[src/rtl/btn_debouncer.sv]
// Multi-channel pushbutton debouncer with a level output, press/release pulses
// and a typematic auto-repeat pulse for each channel.
module btn_debouncer #(
  parameter int N_BTN      = 5,
  parameter int DB_CYCLES  = 1000000,
  parameter int RPT_DELAY  = 50000000,
  parameter int RPT_PERIOD = 10000000
) (
  input  logic             clk,
  input  logic             rst,
  input  logic [N_BTN-1:0] btn_raw,
  output logic [N_BTN-1:0] btn_level,
  output logic [N_BTN-1:0] btn_press,
  output logic [N_BTN-1:0] btn_release,
  output logic [N_BTN-1:0] btn_repeat
);

  typedef enum logic [1:0] {
    IDLE         = 2'd0,
    PRESS_WAIT   = 2'd1,
    HELD         = 2'd2,
    RELEASE_WAIT = 2'd3
  } state_t;

  localparam logic [25:0] DB_LAST    = 26'(DB_CYCLES - 1);
  localparam logic [25:0] RPT_FIRST  = 26'(RPT_DELAY - 1);
  // Reloading here instead of zero makes later repeats arrive every RPT_PERIOD cycles.
  localparam logic [25:0] RPT_RELOAD = 26'(RPT_DELAY - RPT_PERIOD);

  logic [N_BTN-1:0] sync1_reg;
  logic [N_BTN-1:0] sync2_reg;

  always_ff @(posedge clk or posedge rst) begin
    if (rst) begin
      sync1_reg <= '0;
      sync2_reg <= '0;
    end else begin
      sync1_reg <= btn_raw;
      sync2_reg <= sync1_reg;
    end
  end

  generate
    for (genvar gi = 0; gi < N_BTN; gi++) begin : g_chan
      state_t      state_reg;
      logic [25:0] db_cnt_reg;
      logic [25:0] rpt_cnt_reg;
      logic        level_reg;
      logic        press_reg;
      logic        release_reg;
      logic        repeat_reg;

      always_ff @(posedge clk or posedge rst) begin
        if (rst) begin
          state_reg   <= IDLE;
          db_cnt_reg  <= '0;
          rpt_cnt_reg <= '0;
          level_reg   <= 1'b0;
          press_reg   <= 1'b0;
          release_reg <= 1'b0;
          repeat_reg  <= 1'b0;
        end else begin
          press_reg   <= 1'b0;
          release_reg <= 1'b0;
          repeat_reg  <= 1'b0;
          case (state_reg)
            IDLE: begin
              if (sync2_reg[gi]) begin
                state_reg  <= PRESS_WAIT;
                db_cnt_reg <= '0;
              end
            end
            PRESS_WAIT: begin
              if (!sync2_reg[gi]) begin
                state_reg <= IDLE;
              end else if (db_cnt_reg == DB_LAST) begin
                state_reg   <= HELD;
                level_reg   <= 1'b1;
                press_reg   <= 1'b1;
                repeat_reg  <= 1'b1;
                rpt_cnt_reg <= '0;
              end else begin
                db_cnt_reg <= db_cnt_reg + 26'd1;
              end
            end
            HELD: begin
              if (!sync2_reg[gi]) begin
                state_reg  <= RELEASE_WAIT;
                db_cnt_reg <= '0;
              end else if (rpt_cnt_reg == RPT_FIRST) begin
                repeat_reg  <= 1'b1;
                rpt_cnt_reg <= RPT_RELOAD;
              end else begin
                rpt_cnt_reg <= rpt_cnt_reg + 26'd1;
              end
            end
            RELEASE_WAIT: begin
              // A bounce back high resumes the hold with the repeat count untouched.
              if (sync2_reg[gi]) begin
                state_reg <= HELD;
              end else if (db_cnt_reg == DB_LAST) begin
                state_reg   <= IDLE;
                level_reg   <= 1'b0;
                release_reg <= 1'b1;
              end else begin
                db_cnt_reg <= db_cnt_reg + 26'd1;
              end
            end
            default: state_reg <= IDLE;
          endcase
        end
      end

      assign btn_level[gi]   = level_reg;
      assign btn_press[gi]   = press_reg;
      assign btn_release[gi] = release_reg;
      assign btn_repeat[gi]  = repeat_reg;
    end
  endgenerate

endmodule
[config.mk]
export PLATFORM = sky130hd
export DESIGN_NAME = btn_debouncer
export DESIGN_NICKNAME = d
export VERILOG_FILES = /design/src/rtl/btn_debouncer.sv
export SDC_FILE = /design/constraint.sdc
export NUM_CORES = 1
export LEC_CHECK = 0
export ABC_AREA = 1
export BUFFER_PORTS_ARGS = -buffer_cell sky130_fd_sc_hd__buf_2
export CAP_MARGIN = 20
export CORE_UTILIZATION = 45
export CTS_BUF_LIST = sky130_fd_sc_hd__clkbuf_4 sky130_fd_sc_hd__clkbuf_8
export DETAILED_ROUTE_END_ITERATION = 10
export GPL_ROUTABILITY_DRIVEN = 0
export GPL_TIMING_DRIVEN = 0
export HOLD_SLACK_MARGIN = 0.12
export MAX_ROUTING_LAYER = met4
export SYNTH_ARGS = -nofsm -noshare
export SYNTH_HDL_FRONTEND = slang
export SYNTH_SLANG_ARGS = --single-unit
[constraint.sdc]
create_clock -name clk -period 11.35 [get_ports clk]
set_input_delay 2.27 -clock clk [delete_from_list [all_inputs] [get_ports clk]]
set_output_delay 2.27 -clock clk [all_outputs]
set_load 0.01 [all_outputs]
==> results_dict.tcl, run 1 <==
set metrics [dict create \
    outcome "finished clean" \
    wl_um 48600 \
    syn_nets 3009 \
    core_area_mm2 0.0431 \
    dp_hpwl_um 35200 \
    vias_per_cell 5.03 \
    synthArstFlopShare 1.00 \
    io_buffers 26 \
    period_share 0.315 \
    vias 18580 \
    cts_buffer_depth 3 \
    cp-end-kind "primary output" \
    area_growth_syn_to_layout_pct 11.4 \
    final_antenna_net_count 0 \
    worst_slew_pin_slew_ns 0.693 \
    max_stage_delay_ns 0.40 \
    min_path_type "register to register" \
    routedWlPerCell_um 13.2 \
    ys_seq_area_frac 0.382 \
    synth_top_area_frac 0.382 \
    yosys.cell_types.count 41 \
    dpl_cell_area_mm2 0.0206 \
    cts_resized 0 \
    postCtsSetupRepairBufs 0 \
    grt_pass1_vias 17727 \
    slew_headroom 0.538 \
    design_area_mm2 0.0219 \
    grt_max_degree 127 \
    multi_input_area_mm2 0.0107 \
    die_y_um 211 \
    ys_seq_elements 300 \
    syn_area_per_cell_um2 6.61 \
    cts.reportedPaths.clkPinSlew_ns 0.06 \
    synthTopCellsByArea "dfrtp_1, nand2_1, nor2_1" \
    cts-root-buf "clkbuf_8" \
    grt_usage 0.232 \
    fmax_mhz 280 \
    crit_slowest_cell "dfrtp_1" \
    drv_cap 0 \
    die-area_mm2 0.0445 \
    p_per_area_mw_per_mm2 148 \
    num_rows 76 \
    die-width_um 211 \
    drc_errors 0 \
    worstSkewPairLatency_ns 0.64 \
    ios 27 \
    htree_levels 2 \
    ys_warn_count 0 \
    synthTopCellsByCount "nand2_1, nor2_1, dfrtp_1" \
    yosysTopAreaCell "dfrtp_1" \
    grt.overflow.total 0 \
    cp.required_ns 9.08 \
    seq_area_mm2 0.00751 \
    hold_buffers 0 \
    cts_tree "done" \
    hold_viol 0 \
    fillers 4416 \
    synth-main-ff-cell "dfrtp_1" \
    antenna_found_initial 0 \
    rsz0062_at_grt "no" \
    crit_fanout 2 \
    p_leak_nw 9.68 \
    start_util 0.456 \
    syn_inst 2972 \
    critPathLaunchType "register" \
    cts_buffers 57 \
    cp.arrival_ns 1.31 \
    synth_most_common_cell "nand2_1" \
    skew_ns 0.0179 \
    drt_iter0_markers 1336 \
    path_cells "buf_4, buf_2" \
    nets 3096 \
    maxSlewViolCount 0 \
    finalSetupViolCount 0 \
    peakVddDrop_v 0.000110 \
    worst-setup-path-type "register to primary output" \
    cts.sinks 300 \
    drt_pass1_iterations 5 \
    grt_pass1_wl_um 83900 \
    dp_worst_setup_slack_ns 7.84 \
    drive_gt1_frac 0.0795 \
    diodes 0 \
    layout_setup_ws_ns 7.77 \
    synth_area_mm2 0.0196 \
    synth_edf_count 0 \
    post-route-min-period_ns 3.58 \
]
[power breakdown]
group	total [mW]	switching (mW)	internal, mW
combinational	0.850	0.632	0.218
clock	1.20	0.482	0.713
sequential	1.18	0.0596	1.12
[worst max-delay path: cells and delay by family (launching register included)]
| family | cells | cell delay (ns) |
|---|---|---|
| buffers and inverters | 2 | 0.27 |
| DFF | 1 | 0.40 |
[per-stage QoR]
stage / hold slack (ns) / std cells / TNS (ns) / power [mW] / utilization
floorplan: 0.331 / 2972 / 0 / 1.80 / -
global placement: 0.334 / 3583 / -869.05 / 2.04 / 0.476
detailed placement: 0.341 / 3585 / 0 / 2.06 / 0.477
CTS: 0.355 / 3692 / 0 / 3.28 / 0.508
global route: 0.362 / 3692 / 0 / 3.45 / 0.508
finish: 0.352 / 3692 / 0 / 3.23 / 0.508
[layout make-up]
| class | count | share of cell area |
|---|---|---|
| buffer | 71 | 0.0194 |
| clock buffer | 94 | 0.0532 |
| clock inverter | 13 | 0.00664 |
| inverter | 261 | 0.0451 |
| multi-input combinational | 2340 | 0.490 |
| sequential | 300 | 0.343 |
| tap | 585 | 0.0335 |
| timing repair buffer | 28 | 0.00847 |
[final timing paths]
| path | startpoint | to | slack, ns | cells after the start |
|---|---|---|---|---|
| hold reg to reg | sync1_reg[0] | sync2_reg[0] | 0.35 | 0 |
| setup / recovery | g_chan[2].level_reg | btn_level[2] | 7.77 | 2 |
| hold / removal | sync1_reg[0] | sync2_reg[0] | 0.35 | 0 |
| max in group asynchronous | rst | g_chan[2].db_cnt_reg[25] | 8.50 | 3 |
| min in group asynchronous | rst | g_chan[3].db_cnt_reg[15] | 1.72 | 2 |
| setup reg to reg | g_chan[2].state_reg[0] | g_chan[2].db_cnt_reg[10] | 9.14 | 9 |
[placed cells by master (no fill, tap or decap), types with 4 or more instances in the layout]
master,count
clkinv_2,8
dfrtp_1,300
nand3_1,213
clkbuf_4,21
o21ai_0,157
a21oi_1,7
xnor2_1,31
xor2_1,96
nand2_1,1106
clkbuf_1,11
nor2_2,13
o21ai_1,45
inv_1,249
a21oi_2,4
nand3b_1,15
clkbuf_8,73
buf_2,53
or2_2,6
nor2_1,476
nand4_1,50
inv_2,8
ha_1,30
nor3b_1,6
buf_4,28
nor3_1,49
nand2_2,7
[per-layer routing]
| metal | track usage | wire (um) | up-vias |
|---|---|---|---|
| met2 | 0.374 | 22400 | 430 |
| met3 | 0.0302 | 2080 | 104 |
| li1 | - | - | 9540 |
| met4 | 0.0807 | 1310 | 0 |
| met1 | 0.300 | 22800 | 8506 |
| met5 | - | 0 | - |
[cell families (layout without fill, tap and decap cells)]
| logic type | count (synthesis) | count (layout) | share of synthesized area |
|---|---|---|---|
| simple gates | 1957 | 1957 | 0.409 |
| buf+inv | 332 | 467 | 0.0715 |
| flops | 300 | 300 | 0.382 |
| compound gates | 226 | 226 | 0.0612 |
| xor+xnor | 127 | 127 | 0.0567 |
| fa+ha+maj | 30 | 30 | 0.0191 |
(Power assumes the default switching activity.)
==> run 2: changes to the inputs <==
--- a/config.mk
+++ b/config.mk
@@ -5,7 +5,7 @@
 export SDC_FILE = /design/constraint.sdc
 export NUM_CORES = 1
 export LEC_CHECK = 0
-export ABC_AREA = 1
+export ABC_AREA = 0
 export BUFFER_PORTS_ARGS = -buffer_cell sky130_fd_sc_hd__buf_2
 export CAP_MARGIN = 20
 export CORE_UTILIZATION = 45
==> constraint.sdc (replaced) <==
create_clock -name clk -period 3.06 [get_ports clk]
set_input_delay 0.612 -clock clk [delete_from_list [all_inputs] [get_ports clk]]
set_output_delay 0.612 -clock clk [all_outputs]
set_load 0.01 [all_outputs]
==> run 2 against run 1 <==
  * Die area down 13%
  * Synthesized area down 14%
  * Global-route usage down 0.89 points
  * Non-clock buffer count up 25
  * Largest cell class unchanged
  * Highest routed layer unchanged
==> results_dict.tcl, run 2 <==
set metrics [dict create \
    io_buffers 26 \
    final_core_util 0.519 \
    wl_um 40300 \
    nets 2058 \
    cts.sinks 300 \
    outcome "finished clean" \
    synth_top_family_by_area "simple AND/OR/NAND/NOR gates" \
    yosysTopAreaCell "dfrtp_1" \
    cts_buffer_depth 3 \
    routedWlPerCell_um 15.7 \
    die_y_um 196 \
    layout_setup_ws_ns 0.176 \
    dp_hpwl_um 27700 \
    ios 27 \
    grt_pass1_wl_um 69800 \
    min_path_type "register to register" \
    finalSetupViolCount 0 \
    synthTopCellsByArea "dfrtp_1, nor2_1, o21ai_0" \
    synth_most_common_cell "dfrtp_1" \
    dp_worst_setup_slack_ns 0.0557 \
    syn_nets 1962 \
    clkPwrFrac 0.346 \
    worst_slew_pin_slew_ns 1.10 \
    p_switching_mw 4.15 \
    pwr-share-comb 0.266 \
    start_util 0.460 \
    skew_ns 0.0241 \
    vias 14601 \
    synth_area_mm2 0.0170 \
    worstSkewPairLatency_ns 0.64 \
    p_seq_frac 0.387 \
    final_antenna_net_count 0 \
    area_growth_syn_to_layout_pct 12.8 \
    use_met3 0.0406 \
    drive_gt1_frac 0.0985 \
    drv_cap 0 \
    grt_usage 0.223 \
    worst-setup-path-type "register to register" \
    antenna_found_initial 0 \
    syn_area_per_cell_um2 8.81 \
    rsz0062_at_grt "no" \
    cp.required_ns 3.55 \
    busiest_layer "met2" \
    cts-root-buf "clkbuf_8" \
    ys_seq_area_frac 0.443 \
    critPathLaunchType "register" \
    yosys.cell_types.count 86 \
    post-route-min-period_ns 2.88 \
    cts_buffers 54 \
    synth_xor_area_frac 0.0604 \
    grt.overflow.total 0 \
    drc_errors 0 \
    htree_levels 2 \
    maxSlewViolCount 0 \
    vias_per_cell 5.69 \
    grt_pass1_vias 14167 \
    synthAdderAreaFrac 0.0221 \
    peakVddDrop_v 0.000286 \
    postCtsSetupRepairBufs 0 \
    p_per_area_mw_per_mm2 603 \
    p_leak_nw 7.98 \
    cts.reportedPaths.clkPinSlew_ns 0.06 \
    syn_inst 1925 \
    synth_mux_area_frac 0.00487 \
    die-width_um 196 \
    synth_edf_count 0 \
    synth_compound_area_frac 0.146 \
    cts_tree "done" \
    ys_seq_elements 300 \
    final_cell_mix "dfrtp_1, nor2_1, nand2_1" \
    grt_max_degree 41 \
    hold_viol 0 \
    period_share 0.942 \
    crit_fanout 8 \
    drt_pass1_iterations 5 \
    slew_headroom 0.258 \
    synth-simple-area-share 0.288 \
    num_rows 70 \
    internal-power_mw 7.39 \
    die-area_mm2 0.0385 \
    sw_frac_of_total 0.360 \
    synth_top_area_frac 0.443 \
    fmax_mhz 347 \
    ys_warn_count 0 \
    drt_iter0_markers 1083 \
    synthTopCellsByCount "dfrtp_1, nor2_1, nand2_1" \
    use_met2 0.342 \
    synthArstFlopShare 1.00 \
    power_mw 11.5 \
    core_area_mm2 0.0369 \
    diodes 0 \
    cp-end-kind "register" \
    rrSetupSlack_ns 0.18 \
    synth-main-ff-cell "dfrtp_1" \
    grt_use_met1 0.304 \
    cp.arrival_ns 3.38 \
    layout_commonest_cell "dfrtp_1" \
]
[run 2: power by group through the flow]
stage	sequential (mW)	clock (mW)	combinational, mW
floorplan	4.47	0	2.23
global placement	4.53	0	3.01
detailed placement	4.53	0	3.06
CTS	4.46	4.15	3.07
global route	4.51	4.33	3.46
finish	4.47	4.00	3.07
[run 2: cell type report]
class	instances	area, um2
multi-input combinational	1489	8870
clock inverter	7	35.0
fill	3492	17700
clock buffer	88	1120
buffer	84	420
inverter	52	199
sequential	300	7510
tap	504	631
timing repair buffer	40	350
[run 2: cell families (layout without fill, tap and decap cells)]
| family | after synthesis | count (layout) |
|---|---|---|
| compound gates | 382 | 382 |
| buf+inv | 136 | 271 |
| flops | 300 | 300 |
| fa+ha+maj | 30 | 30 |
| xor+xnor | 117 | 117 |
| mux | 8 | 8 |
| simple gates | 952 | 952 |
[run 2: worst max-delay path, stage by stage (launching register included)]
cell and delay (ns):
dfrtp_1 0.46, and4_1 0.22, clkbuf_1 0.29, nand4_1 0.28
o41ai_1 1.00, o21ba_2 0.26, o21ai_0 0.13, o41ai_1 0.10
[run 2: timing repair]
action	in CTS	in global routing
setup endpoints to repair	0	18
hold buffers	6	0
resized for setup	0	4
endpoints found under the hold margin	34	0
[run 2: routing by layer]
| layer | part of all wire | vias up |
|---|---|---|
| met4 | 0.017 | 0 |
| li1 | - | 7167 |
| met1 | 0.49 | 7084 |
| met5 | 0 | - |
| met3 | 0.045 | 53 |
| met2 | 0.45 | 297 |
[run 2: final timing paths]
check	start	end	depth (start not counted)
setup / recovery	g_chan[1].rpt_cnt_reg[12]	g_chan[1].rpt_cnt_reg[23]	7
hold / removal	sync1_reg[2]	sync2_reg[2]	0
setup reg to reg	g_chan[1].rpt_cnt_reg[12]	g_chan[1].rpt_cnt_reg[23]	7
hold reg to reg	sync1_reg[2]	sync2_reg[2]	0
max in group asynchronous	rst	g_chan[2].db_cnt_reg[23]	7
min in group asynchronous	rst	g_chan[3].repeat_reg	3
[run 2: stage by stage]
| stage | area [um2] | hold slack (ns) | cells | setup TNS [ns] |
|---|---|---|---|---|
| 2_1_floorplan | 17000 | 0.331 | 1925 | -461.72 |
| 4_1_cts | 19100 | 0.348 | 2564 | 0 |
| 6_report | 19100 | 0.347 | 2564 | 0 |
| 3_3_place_gp | 17700 | 0.336 | 2455 | -1052.50 |
| 5_1_grt | 19100 | 0.371 | 2564 | 0 |
| 3_5_place_dp | 17900 | 0.335 | 2463 | 0 |
==> run 3: changes to the inputs <==
--- a/config.mk
+++ b/config.mk
@@ -5,11 +5,12 @@
 export SDC_FILE = /design/constraint.sdc
 export NUM_CORES = 1
 export LEC_CHECK = 0
-export ABC_AREA = 0
+export ABC_AREA = 1
 export BUFFER_PORTS_ARGS = -buffer_cell sky130_fd_sc_hd__buf_2
 export CAP_MARGIN = 20
 export CORE_UTILIZATION = 45
 export CTS_BUF_LIST = sky130_fd_sc_hd__clkbuf_4 sky130_fd_sc_hd__clkbuf_8
+export CTS_CLUSTER_DIAMETER = 120
 export DETAILED_ROUTE_END_ITERATION = 10
 export GPL_ROUTABILITY_DRIVEN = 0
 export GPL_TIMING_DRIVEN = 0
==> constraint.sdc (replaced) <==
create_clock -name clk -period 2.5 [get_ports clk]
set_input_delay 0.5 -clock clk [delete_from_list [all_inputs] [get_ports clk]]
set_output_delay 0.5 -clock clk [all_outputs]
set_load 0.01 [all_outputs]
==> run 3 against run 2 <==
  * Clock skew is 0.0023 ns higher
  * Hold slack got worse by 0.0037 ns
  * Sequential power increased by 20%
  * Combinational power increased by 27%
  * Largest power group is now the clock network
  * First-iteration DRC count up 20%
  * Setup slack better by 0.14 ns
  * Highest routed layer unchanged
  * Core utilization is 0.69 points lower
  * Sequential cell count stayed put
  * Routed wire length grew 20%
  * Final cell count is 44% higher
  * Count of clock-buffer cells in the layout fell by 6
  * Critical path type unchanged
  * Fmax is 32% higher
  * Largest cell class unchanged
==> results_dict.tcl, run 3 (synthesized netlist as in run 1, its figures left out) <==
set metrics [dict create \
    min_path_type "register to register" \
    die-width_um 211 \
    wl_um 48500 \
    vias_per_cell 5.01 \
    post-route-min-period_ns 2.19 \
    num_rows 76 \
    drt_pass1_iterations 7 \
    drive_gt1_frac 0.0799 \
    routedWlPerCell_um 13.1 \
    cts_buffers 57 \
    final_antenna_net_count 0 \
    die_y_um 211 \
    diodes 0 \
    multi_input_area_mm2 0.0107 \
    period_share 0.875 \
    finalSetupViolCount 0 \
    grt_pass1_wl_um 82800 \
    fmax_mhz 457 \
    drc_errors 0 \
    skew_ns 0.0264 \
    peakVddDrop_v 0.000374 \
    final_cell_mix "nand2_1, nor2_1, dfrtp_1" \
    cts_tree "done" \
    core_area_mm2 0.0431 \
    drv_cap 0 \
    worst-setup-path-type "register to register" \
    outcome "finished clean" \
    power_mw 14.8 \
    cp.required_ns 3.07 \
    worst_slew_pin_slew_ns 0.748 \
    io_buffers 26 \
    crit_fanout 10 \
    worstSkewPairLatency_ns 0.66 \
    die-area_mm2 0.0445 \
    fillers 4326 \
    cts-root-buf "clkbuf_8" \
    ios 27 \
    antenna_found_initial 0 \
    cp.arrival_ns 2.76 \
    cts_buffer_depth 3 \
    seq_area_mm2 0.00751 \
    htree_levels 2 \
    drt_iter0_markers 1295 \
    dpl_cell_area_mm2 0.0207 \
    layout_setup_ws_ns 0.311 \
    cts.sinks 300 \
    vias 18542 \
    dp_worst_setup_slack_ns 0.295 \
    grt_pass1_vias 17626 \
    design_area_mm2 0.0221 \
    dp_hpwl_um 35900 \
    cts.reportedPaths.clkPinSlew_ns 0.06 \
    cp-end-kind "register" \
    slew_headroom 0.500 \
    p_per_area_mw_per_mm2 673 \
    rsz0062_at_grt "no" \
    maxSlewViolCount 0 \
    start_util 0.456 \
    grt_max_degree 40 \
    grt_usage 0.229 \
    layout_commonest_cell "nand2_1" \
    p_leak_nw 9.76 \
    grt.overflow.total 0 \
    hold_viol 0 \
    critPathLaunchType "register" \
    area_growth_syn_to_layout_pct 12.3 \
    nets 3108 \
]
-- run 3: report_power, final --
group	internal, mW	switching, mW
Sequential	5.09	0.263
Combinational	1.01	2.89
Clock	3.35	2.24
Total	9.45	5.39
-- run 3: area by class of cell --
class / instances / area share
clock buffers: 82 / 0.0483
clock inverters: 21 / 0.0117
repair buffers: 40 / 0.0162
flip-flops and latches: 300 / 0.340
multi-input cells: 2340 / 0.486
plain buffers: 71 / 0.0192
well taps: 585 / 0.0332
inverters: 261 / 0.0446
-- run 3: through the flow --
stage / cells / util / hold WS (ns) / TNS [ns]
finish: 3700 / 0.512 / 0.343 / 0
detailed placement: 3591 / 0.480 / 0.335 / 0
floorplan: 2972 / - / 0.331 / -596.12
CTS: 3700 / 0.512 / 0.345 / 0
global placement: 3583 / 0.476 / 0.333 / -1197.90
global route: 3700 / 0.512 / 0.357 / 0
-- run 3: worst max-delay path, stage by stage, from the launching register on --
cell and delay (ns):
dfrtp_1 0.43, inv_1 0.10, ha_1 0.20, buf_2 0.18, nand2_2 0.11, o21ai_0 0.11
a211oi_2 0.27, nand3_1 0.24, clkbuf_2 0.26, o21ai_0 0.20
-- run 3: worst paths after layout --
path                                              from                         to  slack (ns)  cells past startpoint
worst max-delay path            g_chan[3].state_reg[0]   g_chan[3].db_cnt_reg[21]        0.31                      9
worst min-delay path                      sync1_reg[0]               sync2_reg[0]        0.34                      0
worst max register to register  g_chan[3].state_reg[0]   g_chan[3].db_cnt_reg[21]        0.31                      9
worst min register to register            sync1_reg[0]               sync2_reg[0]        0.34                      0
max in group asynchronous                          rst  g_chan[2].rpt_cnt_reg[23]        0.82                      6
min in group asynchronous                          rst  g_chan[1].rpt_cnt_reg[15]        0.53                      3
-- run 3: timing repair --
item / 4_1_cts / 5_1_grt
endpoints found under the setup margin: 0 / 0
hold buffers: 6 / 0
endpoints found under the hold margin: 33 / 0
buffers inserted: 0 / 0
gates resized for setup: 0 / 0
-- run 3: layer usage --
layer	GRT usage	share of wire	routed length [um]
met2	0.366	0.46	22200
met3	0.0329	0.040	1960
met1	0.297	0.48	23200
met4	0.0830	0.025	1220
met5	-	0	0
